[config.mk]
export PLATFORM = sky130hd
export DESIGN_NAME = mem_copy_dma
export DESIGN_NICKNAME = d
export VERILOG_FILES = /design/src/rtl/mem_copy_dma.sv
export SDC_FILE = /design/constraint.sdc
export NUM_CORES = 1
export LEC_CHECK = 0
export CAP_MARGIN = 30
export CORE_UTILIZATION = 53
export DETAILED_ROUTE_END_ITERATION = 7
export PLACE_DENSITY = 0.93
export SYNTH_ARGS = -nofsm -noshare
export SYNTH_HDL_FRONTEND = slang
export SYNTH_SLANG_ARGS = --single-unit
[constraint.sdc]
create_clock -name Clk -period 3.2 [get_ports Clk]
set_input_delay 0.32 -clock Clk [delete_from_list [all_inputs] [get_ports Clk]]
set_output_delay 0.32 -clock Clk [all_outputs]
set_load 0.01 [all_outputs]
[src/rtl/mem_copy_dma.sv]
// mem_copy_dma: byte-serial memory-to-memory copy engine with an optional fill mode.
// A copy moves each byte in two cycles: READ latches the source byte, then WRITE stores it.
// Define DMA_FILL_EN to enable fill mode: FillValue is written to Len bytes, one per cycle.
// Without DMA_FILL_EN, Fill and FillValue are ignored and every transfer is a copy.
//
// state   | meaning
// S_IDLE  | waiting for Start; memory port quiet
// S_READ  | source byte on MemRData, latched into holding register
// S_WRITE | holding register (or fill byte) written to destination
// S_DONE  | one-cycle completion pulse
module mem_copy_dma #(
  parameter int ADDR_W = 8,
  parameter int DATA_W = 8
) (
  input  logic              Clk,
  input  logic              Reset_n,
  input  logic              Start,
  input  logic [ADDR_W-1:0] SrcAddr,
  input  logic [ADDR_W-1:0] DstAddr,
  input  logic [ADDR_W-1:0] Len,
  input  logic              Fill,
  input  logic [DATA_W-1:0] FillValue,
  output logic              Busy,
  output logic              Done,
  output logic [ADDR_W-1:0] Remaining,
  output logic [ADDR_W-1:0] MemAddr,
  output logic [DATA_W-1:0] MemWData,
  output logic              MemWriteEn,
  input  logic [DATA_W-1:0] MemRData
);

  typedef enum logic [1:0] {S_IDLE, S_READ, S_WRITE, S_DONE} state_t;

  state_t            r_state;
  state_t            w_next;
  logic [ADDR_W-1:0] r_src;
  logic [ADDR_W-1:0] r_dst;
  logic [ADDR_W-1:0] r_rem;
  logic [DATA_W-1:0] r_hold;
  logic [DATA_W-1:0] r_fill_val;
  logic              r_fill;
  logic              w_fill_req;
  logic              w_accept;

`ifdef DMA_FILL_EN
  assign w_fill_req = Fill;
`else
  // Fill is tied off so the fill path folds away and every transfer copies.
  assign w_fill_req = Fill & 1'b0;
`endif

  assign w_accept  = (r_state == S_IDLE) && Start && (Len != '0);
  assign Remaining = r_rem;

  // State register; reset aborts any transfer without resuming it.
  always_ff @(posedge Clk or negedge Reset_n) begin
    if (!Reset_n) r_state <= S_IDLE;
    else          r_state <= w_next;
  end

  // Next-state decode and memory-port outputs, all derived from the current state.
  always_comb begin
    w_next     = r_state;
    Busy       = 1'b0;
    Done       = 1'b0;
    MemAddr    = '0;
    MemWData   = '0;
    MemWriteEn = 1'b0;
    case (r_state)
      S_IDLE: begin
        if (Start) begin
          if (Len == '0)      w_next = S_DONE;
          else if (w_fill_req) w_next = S_WRITE;
          else                w_next = S_READ;
        end
      end
      S_READ: begin
        Busy    = 1'b1;
        MemAddr = r_src;
        w_next  = S_WRITE;
      end
      S_WRITE: begin
        Busy       = 1'b1;
        MemAddr    = r_dst;
        MemWData   = r_fill ? r_fill_val : r_hold;
        MemWriteEn = 1'b1;
        if (r_rem == ADDR_W'(1)) w_next = S_DONE;
        else if (r_fill)         w_next = S_WRITE;
        else                     w_next = S_READ;
      end
      S_DONE: begin
        Done   = 1'b1;
        w_next = S_IDLE;
      end
      default: w_next = S_IDLE;
    endcase
  end

  // Transfer parameters captured at acceptance, pointer advance and byte holding register.
  always_ff @(posedge Clk or negedge Reset_n) begin
    if (!Reset_n) begin
      r_src      <= '0;
      r_dst      <= '0;
      r_rem      <= '0;
      r_hold     <= '0;
      r_fill     <= 1'b0;
      r_fill_val <= '0;
    end else begin
      case (r_state)
        S_IDLE: begin
          if (w_accept) begin
            r_src      <= SrcAddr;
            r_dst      <= DstAddr;
            r_rem      <= Len;
            r_fill     <= w_fill_req;
            r_fill_val <= FillValue;
          end
        end
        S_READ: r_hold <= MemRData;
        S_WRITE: begin
          r_src <= r_src + ADDR_W'(1);
          r_dst <= r_dst + ADDR_W'(1);
          r_rem <= r_rem - ADDR_W'(1);
        end
        default: ;
      endcase
    end
  end

endmodule
# ---- After elaboration in Yosys (flattened, before gate mapping)
# Index checks and enable logic that the tools add are counted.
# Widths: inputs -> output; s select.
dict set report totals {
  ff_bits 34
  in_bits 44
}
dict set report op_classes {
  n_eq_ne 6
  n_mux 15
  reduce_logical 8
  addsub 3
}
# op count
set ops {}
lappend ops {{$pmux 8 s2} 4}
lappend ops {{$mux 8} 4}
lappend ops {{$add 8x1->8 const B} 2}
lappend ops {{$eq 8x1->1 const B} 1}
lappend ops {{$logic_not 8->1} 1}
lappend ops {{$pmux 2 s4} 1}
lappend ops {{$reduce_bool 8->1} 1}
lappend ops {{$sub 8x1->8 const B} 1}
lappend ops {{$mux 2} 3}
lappend ops {{$eq 2x2->1 const B} 2}
lappend ops {{$ne 2x2->1 const B} 2}
lappend ops {{$mux 1} 3}
lappend ops {{$eq 2x1->1 const B} 1}
lappend ops {{$logic_and 1x1->1} 2}
lappend ops {{$logic_not 2->1} 1}
lappend ops {{$reduce_and 2->1} 1}
lappend ops {{$reduce_bool 2->1} 1}
lappend ops {{$reduce_or 2->1} 1}

# ---- Longest topological paths before layout
# Gate-level depths: netlist of run 1.
dict set report depth {
  depth_word 5
  depth_mapped 9
  ltp_nobuf 6
}

# ---- Worst setup path before layout of run 1
# No wires, ideal clock.
dict set report synth_timing {
  kind {flip-flop to output port}
  start {register r_state[0]}
  end {output port MemWData[0]}
  arrival_time_ns 1.924
  path_slack_ns 0.956
  required_ns 2.880
  path_stages_with_launch 8
  cell_sequence {dfrtp_1 -> inv_1 -> ha_1 -> clkbuf_1 -> clkbuf_1 -> buf_1 -> clkbuf_1 -> and2_1}
}
dict set report synth_between {
  elab_chain_cells 2
}
# element line
set synth_rtl {}
lappend synth_rtl {{start: declaration} 34} ;# state_t r_state;
lappend synth_rtl {{start signal: assignment} 58} ;# else r_state <= w_next;
lappend synth_rtl {{$eq 2x2->1} 69} ;# case (r_state)
lappend synth_rtl {{$mux 8} 69}
lappend synth_rtl {{end: declaration} 27} ;# output logic [DATA_W-1:0] MemWData,
# No other way between the ends.

# ---- Final worst setup path of run 1
dict set report layout_timing {
  start {register r_state[0]}
  end {output port MemAddr[3]}
}
dict set report layout_between {
  elab_chain_cells 2
  elab_cells_between_ends 3
}
# element line
set layout_rtl {}
lappend layout_rtl {{$eq 2x2->1 / $eq 2x1->1 (equally long branches)} 69}
lappend layout_rtl {{$pmux 8 s2 *} 69}
lappend layout_rtl {{end: declaration} 26} ;# output logic [ADDR_W-1:0] MemAddr,
# Mark *: on every way between the ends. The rest lies on a longest branch, timed or not.

==> impl_metrics.csv, run 1 <==
group,metric,value,unit
global_route,antenna_found_initial,0,
yosys,synth_edf_count,0,
clock_tree,cts_resized,0,
global_route,grt_pass1_vias,2594,
power,p_total,3.41,mW
yosys,syn_avg_cell_area,8.64,um^2
setup_path,crit_start,"r_state[0]$_DFFE_PN0P_",
finish,final_cell_mix,"clkdlybuf4s50_1 (61), dfrtp_1 (34), nand2_1 (21), a21oi_1 (21), a22oi_1 (15)",
min_path,hold_class,"input pin to asynchronous set/reset pin",
timing,fmax,355,MHz
placement,placed_cell_area,3230,um^2
clock_tree,cts.clk_slew.worst_paths,0.08,ns
drt,drt_iter0_markers,372,
setup_path,critPathLaunchType,"register",
floorplanning,die_x,72.3,um
finish,drive_above_1_share,9.66,%
timing,relSlewSlack,50.7,%
setup_path,slowest_stage,"ha_2",
run_status,status,"finished clean",
floorplanning,die_area,5220,um^2
global_route,grt_pass1_wl,12.3,mm
global_route,grtUsageTotal,29.8,%
floorplanning,core-area,4720,um^2
finish,finish.utilization,70.8,%
yosys,yosysWarnings,0,
timing,rsz0062_at_grt,"false",
finish,final_common_cell,"clkdlybuf4s50_1",
clock_tree,htreeDepth,2,
setup_path,crit_fanout,36,
setup_path,regToRegSetupSlack,0.52,ns
clock_tree,clkSinkCount,34,
power,powerDensity,1020,nW/um^2
setup_path,slowest_delay,0.64,ns
yosys,netlist_area,2620,um^2
timing,fin_crit,2.82,ns
yosys,seq_area_frac_synth,32.5,%
setup_path,r2r-end,"Remaining[5]$_DFFE_PN0P_",
yosys,ys_ff_latch,34,
drt,detail-route-antenna-nets,0,
clock_tree,cts_setup_buffers,0,
drt,wl,7.44,mm
placement,numPortBuffers,61,
yosys,synth_nets,356,
drt,wire_per_inst,17.8,um
yosys,synthCells,303,
floorplanning,fp-row-count,25,
floorplanning,initial_core_util,55.4,%
setup_path,required,2.88,ns
floorplanning,io_pins,71,
clock_tree,cts_buffers,5,
setup_path,crit_type,"register to output port",
setup_path,cp.arrival,2.50,ns
setup_path,crit_path_end,"MemAddr[3]",
global_route,grt_max_degree,37,
finish,final_area,3340,um^2
clock_tree,root_buffer,"clkbuf_8",
timing,worst_pin_slew,0.740,ns
finish,instances_no_fill,419,
power,peakVddDrop,0.625,mV
setup_path,critical_path.cell_chain,"inv_1 > ha_2 > nand2_1 > a21boi_0 > clkdlybuf4s50_1",
finish,nNetsFinal,404,
drt,vias,2778,
finish,area_delta_synth_final,27.7,%
drt,drt-vias-per-instance,6.63,
clock_tree,cts_buffer_depth,2,
timing,finalHoldViolCount,0,
setup_path,r2r_cells,7,
placement,dp_cells,411,
clock_tree,tritoncts,"yes",
job,timing.max_cap.violations,0,
placement,hpwlAfterDp,4.81,mm
timing,finalSetupViolations,0,
finish,diodes,0,
yosys,ys.flop_type,"dfrtp_1",
setup_path,end_kind,"output port",
placement,gp_congestion,0.822,
clock_tree,hold_buffers,0,
yosys,ys_types,58,
drt,drtPass1Iterations,5,
global_route,gr-total-overflow,0,
yosys,synthArstFlopShare,100,%
timing,finClkSkew,0.00661,ns
clock_tree,clk_latency,0.30,ns
timing,period_share,88.1,%
drt,drc_errors,0,
timing,slew_viol_final,0,
setup_path,reg2reg_from,"r_state[0]$_DFFE_PN0P_",
power,p_leak,1.29,nW
floorplanning,die_h,72.3,um
timing,fin_setup_tns,0,ns
==> per-stage QoR <==
step	hold WS, ns	setup WS [ns]
final	0.433	0.380
after global routing	0.506	0.270
after CTS	0.468	0.426
after detailed placement	0.491	0.435
after global placement	0.481	0.526
after floorplan	0.0244	0.956
==> cells in the mapped netlist, drive strengths merged, types with 2 or more instances <==
library cell,instances,share of area [%]
dfrtp,34,33
a21oi,21,4.0
nand2,21,3.0
clkbuf,19,2.7
o21ai,16,4.1
a22oi,15,4.3
nor2,13,1.9
nor2b,12,2.9
o22ai,10,2.4
and2,9,2.2
and3,9,2.2
ha,9,4.3
buf,8,2.4
mux2,8,3.4
nand3,8,1.5
a211oi,7,2.4
nor3,7,1.3
o211ai,7,2.0
a31oi,5,1.2
inv,5,0.72
o221ai,5,1.7
a211o,3,1.0
a21o,3,0.86
nand4,3,0.72
nor3b,3,0.86
nor4,3,0.72
o21a,3,0.86
o311ai,3,1.0
xor2,3,1.0
a21boi,2,0.57
a22o,2,0.67
a311o,2,0.76
mux2i,2,0.76
nand2b,2,0.48
nand4b,2,0.67
or2,2,0.48
or3,2,0.48
or4,2,0.72
==> sequential cells by signal, indices dropped and copies added, names as in the netlist <==
signal / count
r_dst: 8
r_src: 8
Remaining: 8
r_hold: 8
r_state: 2
==> cells by family after synthesis <==
kind of cell / after synthesis / share of synthesized area, %
fa+ha+maj: 9 / 4.30
flops: 34 / 32.5
xor+xnor: 3 / 1.00
buf+inv: 33 / 5.98
compound gates: 114 / 31.3
mux: 10 / 4.21
simple gates: 100 / 20.7
==> worst max-delay path: cells and delay by family, from the launching register on <==
family                     cells  cell delay [ns]
DFF                            1             0.40
AOI/OAI and AO/OA              1             0.25
and+or+nand+nor                1             0.18
adders and majority gates      1             0.64
buffers and inverters          2             0.73
==> area by class of cell <==
type                       count  area [um^2]
clock inverter                 3         40.0
fill                         353         1380
timing repair buffer          68          663
clock buffer                   5         68.8
tap                           67         83.8
inverter                       6         22.5
multi-input combinational    236         1610
sequential                    34          851
==> worst min-delay path by stage <==
stage	to	cells after the start
after detailed placement	r_hold[1]$_DFFE_PN0N_	1
after global placement	r_hold[3]$_DFFE_PN0N_	1
final	Remaining[3]$_DFFE_PN0P_	2
after global routing	Remaining[3]$_DFFE_PN0P_	2
after floorplan	Remaining[0]$_DFFE_PN0P_	0
after CTS	Remaining[3]$_DFFE_PN0P_	2
==> power by group <==
part	total, mW	switching (mW)	internal, mW
logic	2.05	1.05	1.00
clock network	0.408	0.179	0.229
registers	0.949	0.297	0.652
==> metal layers <==
metal  vias to the layer above  global-route usage (%)  wire [um]
met1                      1328                    40.2       3070
met5                         -                       0          0
met4                         0                    11.1        189
met2                       172                    48.5       3550
met3                        29                    4.58        625
li1                       1249                       -          -
(Power assumes the default switching activity.)
==> run 2: changes to the inputs <==
- CAP_MARGIN: 30 -> 20
==> results of run 2 <==
Same layout as run 1: the final DEF is identical, and so are final timing and power.
